[config.mk]
export PLATFORM = sky130hd
export DESIGN_NAME = gsim_residual_check
export DESIGN_NICKNAME = d
export VERILOG_FILES = /design/src/rtl/gsim_residual_check.sv
export SDC_FILE = /design/constraint.sdc
export NUM_CORES = 2
export LEC_CHECK = 0
export BUFFER_PORTS_ARGS = -buffer_cell sky130_fd_sc_hd__buf_2
export CAP_MARGIN = 20
export CORE_AREA = 2 2 485 487
export CTS_BUF_LIST = sky130_fd_sc_hd__clkbuf_16
export DETAILED_ROUTE_END_ITERATION = 8
export DIE_AREA = 0 0 487 489
export HOLD_SLACK_MARGIN = 0.1
export PLACE_DENSITY = 0.45
export REMOVE_ABC_BUFFERS = 1
export SKIP_CTS_REPAIR_TIMING = 1
export SKIP_LAST_GASP = 1
export SLEW_MARGIN = 20
export SYNTH_ARGS = -nofsm -noshare
export SYNTH_HDL_FRONTEND = slang
export SYNTH_SLANG_ARGS = --single-unit
export TNS_END_PERCENT = 50
[constraint.sdc]
create_clock -name clk -period 20.1 [get_ports clk]
set_input_delay 3.015 -clock clk [delete_from_list [all_inputs] [get_ports clk]]
set_output_delay 3.015 -clock clk [all_outputs]
set_load 0.03 [all_outputs]
[src/rtl/gsim_residual_check.sv]
// gsim_residual_check
// Checks convergence of the Gauss-Seidel solver. It recomputes the residual
// r_i = b_i - (A x)_i for the fixed 16x16 banded system
// (20 on the diagonal, -13 at i+-1, +6 at i+-2, -1 at i+-3, with no wrap-around)
// and reports the largest |r_i| and the row where it occurs.
//
// Ports:
//   clk      rising-edge clock
//   reset    synchronous, active-high
//   in_en    b word valid; this is the same strobe the solver receives
//   b_in     signed integer b word, rows 0..15 in order
//   x_valid  solver out_valid
//   x_in     signed 16.16 solver x word, rows 0..15 in order
//   busy     high while in LOAD_X, CALC or DRAIN
//   done     result valid; held until the next run or reset
//   pass     max_err <= TOL; only meaningful when done=1
//   max_err  unsigned max |r_i| in 16.16 LSBs
//   err_idx  lowest row index that reaches max_err
module gsim_residual_check #(
  parameter int          N   = 16,
  parameter logic [37:0] TOL = 38'd4096
) (
  input  logic               clk,
  input  logic               reset,
  input  logic               in_en,
  input  logic signed [15:0] b_in,
  input  logic               x_valid,
  input  logic signed [31:0] x_in,
  output logic               busy,
  output logic               done,
  output logic               pass,
  output logic [37:0]        max_err,
  output logic [3:0]         err_idx
);

  typedef enum logic [2:0] {
    S_IDLE   = 3'd0,
    S_LOAD_B = 3'd1,
    S_LOAD_X = 3'd2,
    S_CALC   = 3'd3,
    S_DRAIN  = 3'd4,
    S_DONE   = 3'd5
  } state_t;

  // Absolute value. The most negative 38-bit value cannot occur here.
  function automatic logic [37:0] abs38(input logic signed [37:0] v);
    logic signed [37:0] neg;
    neg = -v;
    return v[37] ? neg : v;
  endfunction

  state_t             state_q, state_d;
  logic [3:0]         b_ptr_q, b_ptr_d;
  logic [3:0]         x_ptr_q, x_ptr_d;
  logic [3:0]         k_q, k_d;
  logic [1:0]         dcnt_q, dcnt_d;
  logic signed [15:0] b_q [N];
  logic signed [31:0] x_q [N];

  logic               b_we_s, x_we_s, start_s, finish_s, issue_s, run_s;
  logic [3:0]         b_wa_s;

  logic               v1_q, v2_q;
  logic [3:0]         i1_q, i2_q;
  logic signed [37:0] s_q;
  logic [37:0]        a_q;

  logic               busy_q, done_q, pass_q;
  logic [37:0]        max_err_q;
  logic [3:0]         err_idx_q;

  logic signed [37:0] tap_s [7];
  logic signed [37:0] c0_s, c1_s, c2_s, c3_s, s_row_s;
  logic signed [37:0] b_ext_s, diff_s;

  // Next-state logic, store write enables and pointer updates.
  // An in_en pulse outside LOAD_B always starts a fresh run, with the current word stored as b[0].
  always_comb begin
    state_d  = state_q;
    b_ptr_d  = b_ptr_q;
    x_ptr_d  = x_ptr_q;
    k_d      = k_q;
    dcnt_d   = dcnt_q;
    b_we_s   = 1'b0;
    b_wa_s   = b_ptr_q;
    x_we_s   = 1'b0;
    start_s  = 1'b0;
    finish_s = 1'b0;
    case (state_q)
      S_LOAD_B: begin
        if (in_en) begin
          b_we_s  = 1'b1;
          b_ptr_d = b_ptr_q + 4'd1;
        end else begin
          state_d = S_LOAD_X;
          x_ptr_d = 4'd0;
        end
      end
      S_LOAD_X, S_CALC, S_DRAIN, S_IDLE, S_DONE: begin
        if (in_en) begin
          state_d = S_LOAD_B;
          b_we_s  = 1'b1;
          b_wa_s  = 4'd0;
          b_ptr_d = 4'd1;
          x_ptr_d = 4'd0;
          start_s = 1'b1;
        end else if (state_q == S_LOAD_X) begin
          if (x_valid) begin
            x_we_s  = 1'b1;
            x_ptr_d = x_ptr_q + 4'd1;
            if (x_ptr_q == 4'd15) begin
              state_d = S_CALC;
              k_d     = 4'd0;
            end else begin
              state_d = S_LOAD_X;
            end
          end else begin
            state_d = S_LOAD_X;
          end
        end else if (state_q == S_CALC) begin
          k_d = k_q + 4'd1;
          if (k_q == 4'd15) begin
            state_d = S_DRAIN;
            dcnt_d  = 2'd0;
          end else begin
            state_d = S_CALC;
          end
        end else if (state_q == S_DRAIN) begin
          if (dcnt_q == 2'd2) begin
            state_d  = S_DONE;
            finish_s = 1'b1;
          end else begin
            dcnt_d = dcnt_q + 2'd1;
          end
        end else begin
          state_d = state_q;
        end
      end
      default: begin
        state_d = S_IDLE;
      end
    endcase
    issue_s = (state_q == S_CALC) && !in_en;
    run_s   = ((state_q == S_CALC) || (state_q == S_DRAIN)) && !in_en;
  end

  // Stage-1 band product for row k. Taps whose index falls outside 0..15 contribute zero.
  always_comb begin
    for (int j = 0; j < 7; j++) begin : g_tap
      logic [5:0] pos;
      pos = {2'b00, k_q} + 6'(j) - 6'd3;
      if (pos <= 6'd15) begin
        tap_s[j] = {{6{x_q[pos[3:0]][31]}}, x_q[pos[3:0]]};
      end else begin
        tap_s[j] = 38'sd0;
      end
    end
    c0_s    = tap_s[3];
    c1_s    = tap_s[2] + tap_s[4];
    c2_s    = tap_s[1] + tap_s[5];
    c3_s    = tap_s[0] + tap_s[6];
    // 20c0 - 13c1 + 6c2 - c3, built from shifts and adds
    s_row_s = (c0_s <<< 4) + (c0_s <<< 2)
            - ((c1_s <<< 3) + (c1_s <<< 2) + c1_s)
            + ((c2_s <<< 2) + (c2_s <<< 1))
            - c3_s;
    b_ext_s = {{6{b_q[i1_q][15]}}, b_q[i1_q], 16'h0000};
    diff_s  = b_ext_s - s_q;
  end

  // State, pointer and busy registers.
  always_ff @(posedge clk) begin
    if (reset) begin
      state_q <= S_IDLE;
      b_ptr_q <= 4'd0;
      x_ptr_q <= 4'd0;
      k_q     <= 4'd0;
      dcnt_q  <= 2'd0;
      busy_q  <= 1'b0;
    end else begin
      state_q <= state_d;
      b_ptr_q <= b_ptr_d;
      x_ptr_q <= x_ptr_d;
      k_q     <= k_d;
      dcnt_q  <= dcnt_d;
      busy_q  <= (state_d == S_LOAD_X) || (state_d == S_CALC) || (state_d == S_DRAIN);
    end
  end

  // b and x operand stores.
  always_ff @(posedge clk) begin
    if (reset) begin
      for (int i = 0; i < N; i++) begin
        b_q[i] <= 16'sd0;
        x_q[i] <= 32'sd0;
      end
    end else begin
      if (b_we_s) b_q[b_wa_s] <= b_in;
      if (x_we_s) x_q[x_ptr_q] <= x_in;
    end
  end

  // Three-stage residual pipeline. An abort flushes the valid bits so that stale rows cannot update the result.
  always_ff @(posedge clk) begin
    if (reset) begin
      v1_q <= 1'b0;
      v2_q <= 1'b0;
      i1_q <= 4'd0;
      i2_q <= 4'd0;
      s_q  <= 38'sd0;
      a_q  <= 38'd0;
    end else begin
      v1_q <= issue_s;
      v2_q <= v1_q && run_s;
      if (issue_s) begin
        s_q  <= s_row_s;
        i1_q <= k_q;
      end
      if (v1_q) begin
        a_q  <= abs38(diff_s);
        i2_q <= i1_q;
      end
    end
  end

  // Result registers. A strict compare keeps the lowest index on ties.
  always_ff @(posedge clk) begin
    if (reset) begin
      done_q    <= 1'b0;
      pass_q    <= 1'b0;
      max_err_q <= 38'd0;
      err_idx_q <= 4'd0;
    end else if (start_s) begin
      done_q    <= 1'b0;
      pass_q    <= 1'b0;
      max_err_q <= 38'd0;
      err_idx_q <= 4'd0;
    end else if (finish_s) begin
      done_q <= 1'b1;
      pass_q <= (max_err_q <= TOL);
    end else if (v2_q && run_s && (a_q > max_err_q)) begin
      max_err_q <= a_q;
      err_idx_q <= i2_q;
    end
  end

  assign busy    = busy_q;
  assign done    = done_q;
  assign pass    = pass_q;
  assign max_err = max_err_q;
  assign err_idx = err_idx_q;

endmodule

---- After elaboration in Yosys (flattened, before gate mapping) ----
Memory sizes are Yosys's and may differ from the RTL's. A register that Yosys moved wholly into a read port is not among the register bits.
Cells that the tools add are included.
cells by class
  add/subtract/negate cells ............... 29
  reduce and logical (&&, ||, !) cells .... 23
  muxes and demuxes ....................... 65
  order comparisons ....................... 9
  eq/ne operators ......................... 20
  bitwise operators ....................... 3
operators with widths
  cell                  number
  $add 38x38->38        7
  $mux 38               5
  $sub 38x38->38        2
  $mux 37               2
  $mux 4                16
  $le 6x4->1 const B    7
  $gt 38x38->1          1
  $le 38x13->1 const B  1
  $neg 38->38           1
  $sub 32x38->38        1
  $add 37x37->37        1
  $mux 36               1
  $sub 5x2->6 const B   6
  $mux 32               1
  $reduce_or 32->1      1
  $mux 1                24
  $mux 3                8
  $mux 16               1
  $pmux 4 s2            2
  $reduce_or 16->1      1
  $add 4x3->5 const B   3
  $add 4x1->4 const B   3
  $eq 3x2->1 const B    4
  $add 4x2->5 const B   2
  26 further kinds      48
word-level totals
  input bits .............................. 52
  word-level logic and storage cells ...... 167
  flip-flop bits (word level) ............. 148
  memory bits (writable) .................. 768
  output and inout bits ................... 45
  memories kept ........................... 2
memory list
  name  depth  bits a word  rd ports  clocked after Yosys merged registers in  wr ports  RTL line  text
  x_q   16     32           7         0                                        16        58        logic signed [31:0] x_q [N];
  b_q   16     16           1         1                                        16        57        logic signed [15:0] b_q [N];

---- Longest topological paths before layout ----
  word-level depth ........................ 10
  mapped depth ............................ 51
  gate-level depth less buffers ........... 39

---- Worst setup path before layout ----
Ideal clock, no wire load.
  path kind ............................... reg2reg
  start point ............................. reg k_q[0]
  end point ............................... reg s_q[37]
  period minus slack after synthesis ...... 12784 ps
  cell stages (with the launch flop) ...... 48
  path slack .............................. 7316 ps
  buffers on the path ..................... 15
  arrival ................................. 12669 ps
  setup time .............................. 115 ps
  cell sequence ........................... dfxtp_1 -> buf_2 -> buf_2 -> buf_2 -> buf_2 -> buf_2 -> clkbuf_1 -> clkbuf_1 -> buf_1 -> inv_1 -> ha_1 -> clkbuf_1 -> clkbuf_1 -> clkbuf_1 -> clkbuf_1 -> clkbuf_1 -> clkbuf_1 -> mux4_2 -> (+12 left out) -> o41ai_1 -> xor2_1 -> fa_1 -> fa_1 -> fa_1 -> inv_1 -> fa_1 -> inv_1 -> ha_1 -> clkbuf_1 -> and4_1 -> nand3_1 -> o32a_1 -> a21oi_1 -> a21o_1 -> a21oi_1 -> and2_1 -> a2111oi_0
on the way
  longest elaborated chain between the ends .. 10
  elaborated cells between the ends (all ways) .. 38
  those cells by class .................... add/sub (23); order compare (7); mux (7); memory (1)
ends and longest elaborated chain
  element                                             RTL line  text
  from (decl)                                         55        logic [3:0] k_q, k_d;
  from (signal assigned)                              184       k_q <= k_d;
  $add 4x2->5 / $add 4x3->5 (equally long branches)   151       pos = {2'b00, k_q} + 6'(j) - 6'd3;
  $sub 5x2->6                                         151
  $mem_v2 16x32 / $le 6x4->1 (equally long branches)  n/a
  $mux 38                                             152       if (pos <= 6'd15) begin
  $add 38x38->38                                      159       c1_s = tap_s[2] + tap_s[4];
  $add 38x38->38 (2 in a row)                         164       - ((c1_s <<< 3) + (c1_s <<< 2) + c1_s)
  $sub 38x38->38                                      164
  $add 38x38->38                                      165       + ((c2_s <<< 2) + (c2_s <<< 1))
  $sub 38x38->38 *                                    166       - c3_s;
  to (signal assigned)                                216       s_q <= s_row_s;
  to (decl)                                           65        logic signed [37:0] s_q;
Mark *: on every way between the ends. The rest lies on a longest branch, timed or not.
A chain may end at the register's enable or synchronous reset.

---- Worst setup path in the final report ----
  start point ............................. reg k_q[1]
  end point ............................... reg s_q[37]
The elaborated chain is that of the path after synthesis.

==> results.sh <==
export IMPL_status="complete, no violations"
export IMPL_grt_max_degree=113
export IMPL_preCtsSetupSlack_ns=7.19
export IMPL_synth_xor_area_share=0.0237
export IMPL_syn_cell_area_sq_um=69600
export IMPL_wl_mm=259
export IMPL_finalCritPeriodShare=0.639
export IMPL_cp_arrival_ns=13.51
export IMPL_syn_inst=5676
export IMPL_final_cell_mix="and2_1 (858), edfxtp_1 (768), mux4_2 (730)"
export IMPL_final_common_cell="and2_1"
export IMPL_p_sw_uw=2210
export IMPL_power_leakage_uw=0.0274
export IMPL_place_gp_congestion=0.868
export IMPL_power_frac_comb=0.318
export IMPL_cts_max_level=3
export IMPL_clkPwrFrac=0.336
export IMPL_nets=6041
export IMPL_vdd_drop_max_mv=0.120
export IMPL_drc=0
export IMPL_worst_pin_slew_ns=1.18
export IMPL_yosys_warnings=0
export IMPL_synth_edf_count=768
export IMPL_finClkSkew_ns=0.0289
export IMPL_criticalPathCategory="reg2reg"
export IMPL_ioPinCount=97
export IMPL_finalInstanceArea_sq_um=77300
export IMPL_ys_ff_latch=920
export IMPL_crit_fanout=73
export IMPL_fp_dieW_microns=487
export IMPL_grt_pass1_vias=48439
export IMPL_cts_path_max_buffers=3
export IMPL_p_int_uw=4060
export IMPL_hold_path_class="reg2reg"
export IMPL_die_area_sq_um=238000
export IMPL_antenna_found_initial=32
export IMPL_initialDrtViolationCount=5476
export IMPL_synth_flop_cell="edfxtp_1"
export IMPL_clockRootBuffer="clkbuf_16"
export IMPL_drive_above_1_share=0.215
export IMPL_wire_per_inst_microns=29.7
export IMPL_dp_cells=8514
export IMPL_ys_types=83
export IMPL_nFillCells=23012
export IMPL_drv_slew=0
export IMPL_drtPass1Iterations=5
export IMPL_tns_ns=0
export IMPL_power_per_cell_area_nw_per_um2=81.1
export IMPL_viasPerCell=5.63
export IMPL_crit_path_end_kind="flop"
export IMPL_r2r_slack_ns=7.25
export IMPL_relSlewSlack=0.214
export IMPL_cap_viol_max_count=0
export IMPL_area_delta_synth_final_pct=11.0
export IMPL_rows=178
export IMPL_vias=49274
export IMPL_rsz0062_at_grt="no"
export IMPL_coreArea_sq_um=234000
export IMPL_synthAdderAreaFrac=0.101
export IMPL_fin_crit_ns=12.85
export IMPL_worstPathRequired_ns=20.76
export IMPL_grt_pass1_wl_mm=370
export IMPL_cp_slowest_cell="a2111oi_0"
export IMPL_grtUsageTotal=0.216
export IMPL_portBuffers=96
export IMPL_fp_dieH_microns=489
export IMPL_cts_buffers_inserted=113
export IMPL_slowest_delay_ns=0.99
export IMPL_synth_top_family_by_area="multiplexers"
export IMPL_cts_tree="yes"
export IMPL_cts_sinks=920
export IMPL_design_power_total_uw=6270
export IMPL_startpoint_type="flop"
export IMPL_seq_area_frac_synth=0.375
export IMPL_hold_viol_final=0
export IMPL_hpwl_mm=167
export IMPL_clkLatencyLatePin_ns=0.80
export IMPL_swShare=0.352
export IMPL_avgSynthCellArea_sq_um=12.3
export IMPL_muxShareOfSynthArea=0.243
export IMPL_synth_compound_area_frac=0.0718
export IMPL_cts_clk_slew_worst_paths_ns=0.06
export IMPL_grt_overflow=0
export IMPL_synth_simple_gate_area_frac=0.142
export IMPL_max_freq_mhz=77.8
export IMPL_ant_nets=0
export IMPL_pwr_share_seq=0.346
export IMPL_start_util=0.298
export IMPL_fin_cells=8746
export IMPL_postSynth_asyncResetShare=0
export IMPL_setup_viol=0
export IMPL_placed_area_sq_um=73500
export IMPL_setup_slack_ns=7.25
-- cell families (layout without fill, tap and decap cells) --
kind of cell / Yosys count / after routing
flip-flops: 920 / 920
XOR/XNOR: 185 / 185
AO/OA/AOI/OAI: 762 / 762
other: 0 / 16
buffers and inverters: 802 / 796
adder cells (fa/ha/maj): 425 / 425
AND/OR/NAND/NOR: 1805 / 1805
multiplexers: 777 / 777
-- flip-flops by register name, indices dropped and copies added (netlist names), 38 cells and up, named ones only --
signal / flops
a_q: 38
b_q: 256
max_err: 38
s_q: 38
x_q: 512
-- final cells by class --
| type | count | area [sq um] | area share |
|---|---|---|---|
| repair buffers | 213 | 1370 | 0.0178 |
| multi-input cells | 3954 | 40800 | 0.527 |
| diodes | 16 | 40.0 | 0.000518 |
| flip-flops and latches | 920 | 26100 | 0.338 |
| inverters | 367 | 1380 | 0.0178 |
| clock buffers | 115 | 2880 | 0.0372 |
| clock inverters | 101 | 890 | 0.0115 |
| well taps | 3060 | 3830 | 0.0495 |
-- power groups by stage --
stage	logic (uW)	registers (uW)	clock network, uW
after floorplan	1330	2190	0
after global placement	1990	2210	0
after global routing	2190	2180	2210
after CTS	2000	2170	2150
after detailed placement	1990	2210	0
final	1990	2170	2110
-- per-layer routing --
metal / part of all wire / GRT usage / vias to the layer above
met1: 0.43 / 0.296 / 25713
met3: 0.076 / 0.0394 / 410
met5: 0.00035 / 0 / -
li1: - / - / 20940
met2: 0.46 / 0.346 / 2197
met4: 0.031 / 0.0668 / 14
-- synthesized netlist by cell type, drive strengths merged (35+ instances only) --
cell	count	area (sq um)
mux2i	47	470
xnor2	102	908
a211oi	147	1100
edfxtp	768	23100
nor3	50	250
nor2	191	722
xor2	82	718
and2	858	5370
inv	366	1370
nand2	350	1310
a311oi	35	307
o21ai	132	661
ha	190	2380
a21oi	198	995
nand3	86	430
or2	36	225
nor2b	84	526
mux4	730	16400
a21o	80	601
clkbuf	350	1310
buf	85	360
fa	230	4600
dfxtp	152	3040
-- critical path: cells and delay by family, from the launching register on --
family	cells	cell delay (ns)
AOI/OAI and AO/OA	19	5.33
xor gates and xnor gates	1	0.21
muxes	1	0.44
and+or+nand+nor	3	0.66
buffers and inverters	5	1.39
adders and majority gates	8	3.68
DFF	1	0.90
-- per-stage QoR --
step | utilization | hold slack (ns)
6_report | 0.331 | 0.466
5_1_grt | 0.331 | 0.490
4_1_cts | 0.331 | 0.466
3_5_place_dp | 0.314 | 0.457
3_3_place_gp | 0.314 | 0.451
2_1_floorplan | - | 0.426
-- worst paths after layout --
check | from | end | cells after the start
setup / recovery | k_q[1] | s_q[37] | 37
setup reg to reg | k_q[1] | s_q[37] | 37
hold reg to reg | err_idx[0] | err_idx[0] | 2
hold / removal | err_idx[0] | err_idx[0] | 2
Note: power is estimated with default switching activity, not from simulation.
